--- src/rtl/skid_pkg.sv ---
// rtl/skid_pkg.sv - shared handshake-stage state encoding and helpers
// Used by skid_buf and by any bench scoreboard that tracks its occupancy.
package skid_pkg;

  typedef enum logic [1:0] {
    ST_EMPTY = 2'd0,
    ST_BUSY  = 2'd1,
    ST_FULL  = 2'd2
  } skid_state_e;

  localparam int unsigned SKID_DEPTH = 2;

  // Occupancy is the state encoding itself; the illegal code maps to empty.
  function automatic logic [1:0] state_occ(input skid_state_e st);
    logic [1:0] occ_v;
    case (st)
      ST_EMPTY: occ_v = 2'd0;
      ST_BUSY:  occ_v = 2'd1;
      ST_FULL:  occ_v = 2'd2;
      default:  occ_v = 2'd0;
    endcase
    return occ_v;
  endfunction

endpackage

--- src/rtl/skid_buf_dff.sv ---
// rtl/skid_buf_dff.sv - plain DW-wide data flop with no reset
// Load/hold and reset-to-zero selection live in the caller's mux path.
module skid_buf_dff #(
  parameter int DW = 32
) (
  input  logic          clk_i,
  input  logic [DW-1:0] d_i,
  output logic [DW-1:0] q_o
);

  logic [DW-1:0] data_q;

  always_ff @(posedge clk_i) begin
    data_q <= d_i;
  end

  assign q_o = data_q;

endmodule

--- src/rtl/skid_buf.sv ---
// rtl/skid_buf.sv - two-entry valid/ready register slice
// All outputs come straight from flops; the skid entry absorbs one word of backpressure.
module skid_buf
  import skid_pkg::*;
#(
  parameter int DW = 32
) (
  input  logic          clk,
  input  logic          rst_n,
  input  logic          flush,
  input  logic          s_valid,
  output logic          s_ready,
  input  logic [DW-1:0] s_data,
  output logic          m_valid,
  input  logic          m_ready,
  output logic [DW-1:0] m_data,
  output logic [1:0]    occ
);

  skid_state_e   state_q, state_d;
  logic          s_ready_q, s_ready_d;
  logic          m_valid_q, m_valid_d;
  logic [1:0]    occ_q, occ_d;
  logic          clr_pend_q;

  logic          xfer_in, xfer_out;
  logic          load_out, out_from_skid, load_skid;
  logic [DW-1:0] out_d, out_q;
  logic [DW-1:0] skid_d, skid_q;

  assign xfer_in  = s_valid & s_ready_q;
  assign xfer_out = m_valid_q & m_ready;

  // State and registered handshake outputs.
  always_ff @(posedge clk or negedge rst_n) begin
    if (!rst_n) begin
      state_q    <= ST_EMPTY;
      s_ready_q  <= 1'b1;
      m_valid_q  <= 1'b0;
      occ_q      <= 2'd0;
      clr_pend_q <= 1'b1;
    end else begin
      state_q    <= state_d;
      s_ready_q  <= s_ready_d;
      m_valid_q  <= m_valid_d;
      occ_q      <= occ_d;
      clr_pend_q <= 1'b0;
    end
  end

  always_comb begin
    state_d       = state_q;
    load_out      = 1'b0;
    out_from_skid = 1'b0;
    load_skid     = 1'b0;
    if (flush) begin
      state_d = ST_EMPTY;
    end else begin
      case (state_q)
        ST_EMPTY: begin
          if (xfer_in) begin
            state_d  = ST_BUSY;
            load_out = 1'b1;
          end
        end
        ST_BUSY: begin
          if (xfer_in && xfer_out) begin
            load_out = 1'b1;
          end else if (xfer_in) begin
            state_d   = ST_FULL;
            load_skid = 1'b1;
          end else if (xfer_out) begin
            state_d = ST_EMPTY;
          end
        end
        ST_FULL: begin
          if (xfer_out) begin
            state_d       = ST_BUSY;
            load_out      = 1'b1;
            out_from_skid = 1'b1;
          end
        end
        default: state_d = ST_EMPTY;
      endcase
    end
  end

  always_comb begin
    m_valid_d = (state_d != ST_EMPTY);
    s_ready_d = (state_d != ST_FULL);
    occ_d     = state_occ(state_d);
  end

  // Data regs carry no reset; the first cycle out of reset zeroes any entry not being loaded.
  always_comb begin
    if (load_out)
      out_d = out_from_skid ? skid_q : s_data;
    else if (clr_pend_q)
      out_d = '0;
    else
      out_d = out_q;

    if (load_skid)
      skid_d = s_data;
    else if (clr_pend_q)
      skid_d = '0;
    else
      skid_d = skid_q;
  end

  skid_buf_dff #(.DW(DW)) u_out_reg (
    .clk_i (clk),
    .d_i   (out_d),
    .q_o   (out_q)
  );

  skid_buf_dff #(.DW(DW)) u_skid_reg (
    .clk_i (clk),
    .d_i   (skid_d),
    .q_o   (skid_q)
  );

  assign s_ready = s_ready_q;
  assign m_valid = m_valid_q;
  assign occ     = occ_q;
  assign m_data  = out_q;

endmodule

--- config.mk ---
export PLATFORM = sky130hd
export DESIGN_NAME = skid_buf
export DESIGN_NICKNAME = d
export VERILOG_FILES = /design/src/rtl/skid_pkg.sv /design/src/rtl/skid_buf_dff.sv /design/src/rtl/skid_buf.sv
export SDC_FILE = /design/constraint.sdc
export NUM_CORES = 1
export LEC_CHECK = 0
export BUFFER_PORTS_ARGS = -buffer_cell sky130_fd_sc_hd__buf_2
export CORE_UTILIZATION = 45
export DETAILED_ROUTE_END_ITERATION = 8
export GPL_TIMING_DRIVEN = 0
export PLACE_DENSITY = 0.78
export SLEW_MARGIN = 20
export SYNTH_ARGS = -nofsm -noshare
export SYNTH_HDL_FRONTEND = slang
export SYNTH_SLANG_ARGS = --single-unit
export TNS_END_PERCENT = 50
--- constraint.sdc ---
create_clock -name clk -period 6.2 [get_ports clk]
set_clock_uncertainty 0.05 [all_clocks]
set_input_delay 1.24 -clock clk [delete_from_list [all_inputs] [get_ports clk]]
set_output_delay 1.24 -clock clk [all_outputs]
set_load 0.05 [all_outputs]
======== After elaboration in Yosys (flattened, before gate mapping) ========
Cells that the tools add are included.
W data, S select, Z words.
storage, ports and cells
  register bits ........................... 71
  bits of input ports ..................... 37
  output and inout port bits .............. 36
operators by class
  equal/unequal tests ..................... 5
  muxes and demuxes ....................... 22
  bitwise logic cells ..................... 2
  reductions and logical operators ........ 5
operator list
  cell                  number
  $mux W32              4
  $mux W2               6
  $mux W1               9
  $pmux W2 S3           1
  $reduce_bool A2 Y1    3
  $eq A2 B1 Y1 const B  2
  $eq A2 B2 Y1 const B  2
  $pmux W2 S2           1
  $pmux W1 S3           1
  $and A1 B1 Y1         2
  $logic_not A2 Y1      1
  $ne A2 B2 Y1 const B  1
  $logic_and A1 B1 Y1   1

======== Longest topological paths before layout ========
  word-level depth ........................ 8
  mapped depth ............................ 5
  depth with buffers taken out ............ 3

======== Cells and area by module ========
A second synthesis with hierarchy kept.
second synthesis, totals
  cells, all modules ...................... 306
  area, all modules ....................... 3118.0 um^2
modules (own cells, without submodules)
  module        instances  cells an instance  area each (um^2)  sequential area each (um^2)
  skid_buf      1          242                1836.8            177.7
  skid_buf_dff  2          32                 640.6             640.6

======== Worst setup path after synthesis ========
No wires, ideal clock.
  kind .................................... input-to-reg
  start ................................... input port m_ready
  end ..................................... register u_out_reg.data_q[0], in the netlist u_out_reg.q_o[0], enable pin
  data arrival time ....................... 2621 ps
  setup slack ............................. 3135 ps
  stages on the path ...................... 4
  path through ............................ nand4b_4 -> a221o_1 -> buf_6 -> nand2b_1
on the way
  longest elaborated chain between the ends .. 6
  elaborated cells on any way between the ends .. 7
RTL lines
  what                            line                text
  from (decl)                     skid_buf.sv:15      input logic m_ready,
  $and A1 B1 Y1 *                 skid_buf.sv:32      assign xfer_out = m_valid_q & m_ready;
  $logic_and A1 B1 Y1             skid_buf.sv:67      if (xfer_in && xfer_out) begin
  $mux W1                         skid_buf.sv:67
  $pmux W1 S3 *                   skid_buf.sv:59      case (state_q)
  $mux W1 *                       skid_buf.sv:56      if (flush) begin
  $reduce_bool A2 Y1 (no line) *  -
  to (signal assigned)            skid_buf_dff.sv:14  data_q <= d_i;
  to (decl)                       skid_buf_dff.sv:11  logic [DW-1:0] data_q;
Mark *: on every way between the ends. The rest lies on a longest branch, timed or not.
A chain may end at the register's enable or synchronous reset.

======== Final worst setup path ========
  start ................................... input port flush
  end ..................................... register u_skid_reg.data_q[21], in the netlist u_skid_reg.q_o[21], enable pin
on the way
  longest elaborated chain between the ends .. 2
RTL lines
  what                          line                text
  from (decl)                   skid_buf.sv:10      input logic flush,
  $mux W1                       skid_buf.sv:56
  $reduce_bool A2 Y1 (no line)  -
  to (signal assigned)          skid_buf_dff.sv:14
  to (decl)                     skid_buf_dff.sv:11
No other way between the ends.

==> metrics <==
effective utilization at floorplan=46.6%; number of cells on the worst reg-to-reg path=3; combined area of all synthesized cells=0.00316 mm^2; antenna violations before repair=0; gpl congestion=0.760; clock-pin slew reported for the worst setup and hold paths after clock tree synthesis=0.07 ns; Cells on Worst Hold Path=2; setup TNS after final layout=0 ns; power density over cell area=316 mW/mm^2; startpoint kind of the worst setup timing path=input port; antenna diode count=0; Achievable Freq=358 MHz; post-cts resize count=0; most frequent standard cell in the layout excluding fill and tap cells=buf_2; post-synthesis cell count=243; part of the cycle the worst path needs=45.1%; Worst Path Required=6.13 ns; FF-to-FF Start=state_q[1]; hold-fix buffer count after cts=0; count of boundary I/O pins=73; GR Overflow Total=0; Hold WC Path Type=reg2reg; cell at the slowest stage of the critical path=or2_2; RSZ-0062 raised after global routing=no; core region area=0.00679 mm^2; synth-to-layout area growth=24.2%; pin count of the biggest net entering global routing=33; Max H-tree Level=3; # Post-CTS Setup Buffers=0; quantity of I/O buffers inserted on ports=71; via count=2205; HPWL reported at the end of detailed placement=4.59 mm; cell at the root of the clock tree=clkbuf_8; First-pass DRT Iterations=4; endpoints failing setup=0; crit-path max cell delay=0.72 ns; endpoint arrival time on the critical path=2.73 ns; floorplan die area=0.00737 mm^2; final std cells w/o fill=427; type of element capturing the critical path=register; Slew @ Worst Pin=0.795 ns; number of pins with negative max-slew slack in the final report=0; Num CTS Buffers=9; leading cell types in the layout, fill and taps excluded=buf_2 (73), edfxtp_1 (64), and2_1 (33); relative max-transition margin=47.0%; DP Area=0.00367 mm^2; flop-to-flop setup slack=3.96 ns; Pleak=1.50 nW; DRC=0; Post-Syn Area per Cell=13.0 um^2; critical path, cell by cell=clkbuf_1, a21o_1, nor2_1, or2_2; buffers and inverters on the worst path=1; clock latency on the worst-skew pair=0.35 ns; max-capacitance violation count=0; placed cell count=411; Warnings, synthesis=0; vertical die dimension=85.9 um; cell row count=30; detail-routed net length per standard cell=15.9 um; net count after synthesis=280; sequential share of the synthesized area=66.4%; Synth Register Bits=71; final net count=363; clock tree from TritonCTS=done; initial drt markers=123; power after layout=1.24 mW; status=completed; cell family with the largest share of critical-path delay=simple AND/OR/NAND/NOR gates; total routing usage reported by global routing=19.8%; Hold Path Sink=u_out_reg.q_o[9]; number of nets still failing antenna checks after routing=0; vias in the first global route=2152; via count normalized by instance count=5.16; wirelength, routed=6.78 mm; largest vdd supply drop=0.141 mV; Tmin final=2.80 ns; layout cell share with drive strength beyond 1=37.8%; startpoint of the lowest-slack hold path=u_skid_reg.q_o[9]; Die Width=85.9 um; TritonCTS sink count=71; Cell variety after synth=26; Max clock buf depth=2; worst-path maximum fanout=32; number of hold violations in the final report=0; Setup Crit Path Kind=in2reg; post-layout instance area=0.00393 mm^2; global-route wire length before repair=10.7 mm; Reg-to-Reg End=u_skid_reg.q_o[21]
## power by group
group,internal [mW],switching (mW)
Clock,0.305,0.171
Sequential,0.564,0.0128
Combinational,0.0472,0.141
## kinds of logic after synthesis
family | Yosys count | share of synthesized area (%)
other | 1 | 0.119
AO/OA/AOI/OAI | 73 | 15.5
flip-flops | 71 | 66.4
AND/OR/NAND/NOR | 74 | 14.2
buffers and inverters | 24 | 3.87
## registers in the layout, indices dropped and copies added, names as in the netlist
| register | count |
|---|---|
| s_ready | 1 |
| state_q | 2 |
| occ | 2 |
| m_valid | 1 |
| u_skid_reg.q_o | 32 |
| clr_pend_q | 1 |
| u_out_reg.q_o | 32 |
## cell usage after synthesis
library cell / count / area, um^2
buf_6: 4 / 45.0
nand3b_1: 2 / 15.0
clkbuf_1: 15 / 56.3
buf_2: 2 / 10.0
nand4b_1: 1 / 8.76
a21oi_2: 28 / 245
dfstp_2: 2 / 52.6
nand2b_1: 1 / 6.26
and2_1: 33 / 206
nand4b_4: 1 / 23.8
dfrtp_1: 5 / 125
a221o_1: 1 / 10.0
inv_1: 3 / 11.3
or2_2: 1 / 6.26
edfxtp_1: 64 / 1920
conb_1: 1 / 3.75
a21boi_0: 1 / 7.51
a21o_1: 1 / 7.51
a21oi_1: 7 / 35.0
nand3_1: 32 / 160
or2b_1: 1 / 7.51
and4b_1: 1 / 10.0
o21bai_1: 1 / 7.51
nor2_1: 1 / 3.75
o41ai_1: 2 / 17.5
o21ai_0: 32 / 160
## per-stage QoR
step                      utilization [%]  hold WS [ns]  worst slack [ns]
after floorplan                         -         0.529              3.14
after global placement               53.6         0.550              2.62
after detailed placement             54.0         0.558              3.04
after CTS                            57.8         0.575              3.42
after global routing                 57.8         0.605              3.21
final                                57.8         0.571              3.40
## layer usage
metal,GRT usage [%],wire [um],vias up
li1,-,-,1063
met3,2.89,262,13
met4,12.0,179,0
met1,26.0,2940,1073
met2,31.3,3400,56
met5,0,0,-
## cell type report
| type | instances | area (um^2) |
|---|---|---|
| fillers | 566 | 2870 |
| flip-flops and latches | 71 | 2100 |
| multi-input cells | 148 | 945 |
| repair buffers | 72 | 383 |
| clock inverters | 7 | 135 |
| clock buffers | 9 | 124 |
| well taps | 96 | 120 |
| plain buffers | 21 | 111 |
| inverters | 3 | 11.3 |
## worst max path at each step
stage                  from                  to  slack (ns)  cells past startpoint
finish                flush  u_skid_reg.q_o[21]        3.40                      4
CTS                   flush   u_skid_reg.q_o[1]        3.42                      4
global placement    m_ready   u_out_reg.q_o[10]        2.62                      5
global route          flush   u_skid_reg.q_o[1]        3.21                      4
floorplan           m_ready    u_out_reg.q_o[0]        3.14                      4
detailed placement    flush  u_skid_reg.q_o[30]        3.04                      4
## worst register-to-register path: stages, from the launching register on
cell	delay [ns]
dfrtp_1	0.48
nand4b_1	0.27
nor2_1	0.34
or2_2	0.72
Power figures use the tool's default switching activity.
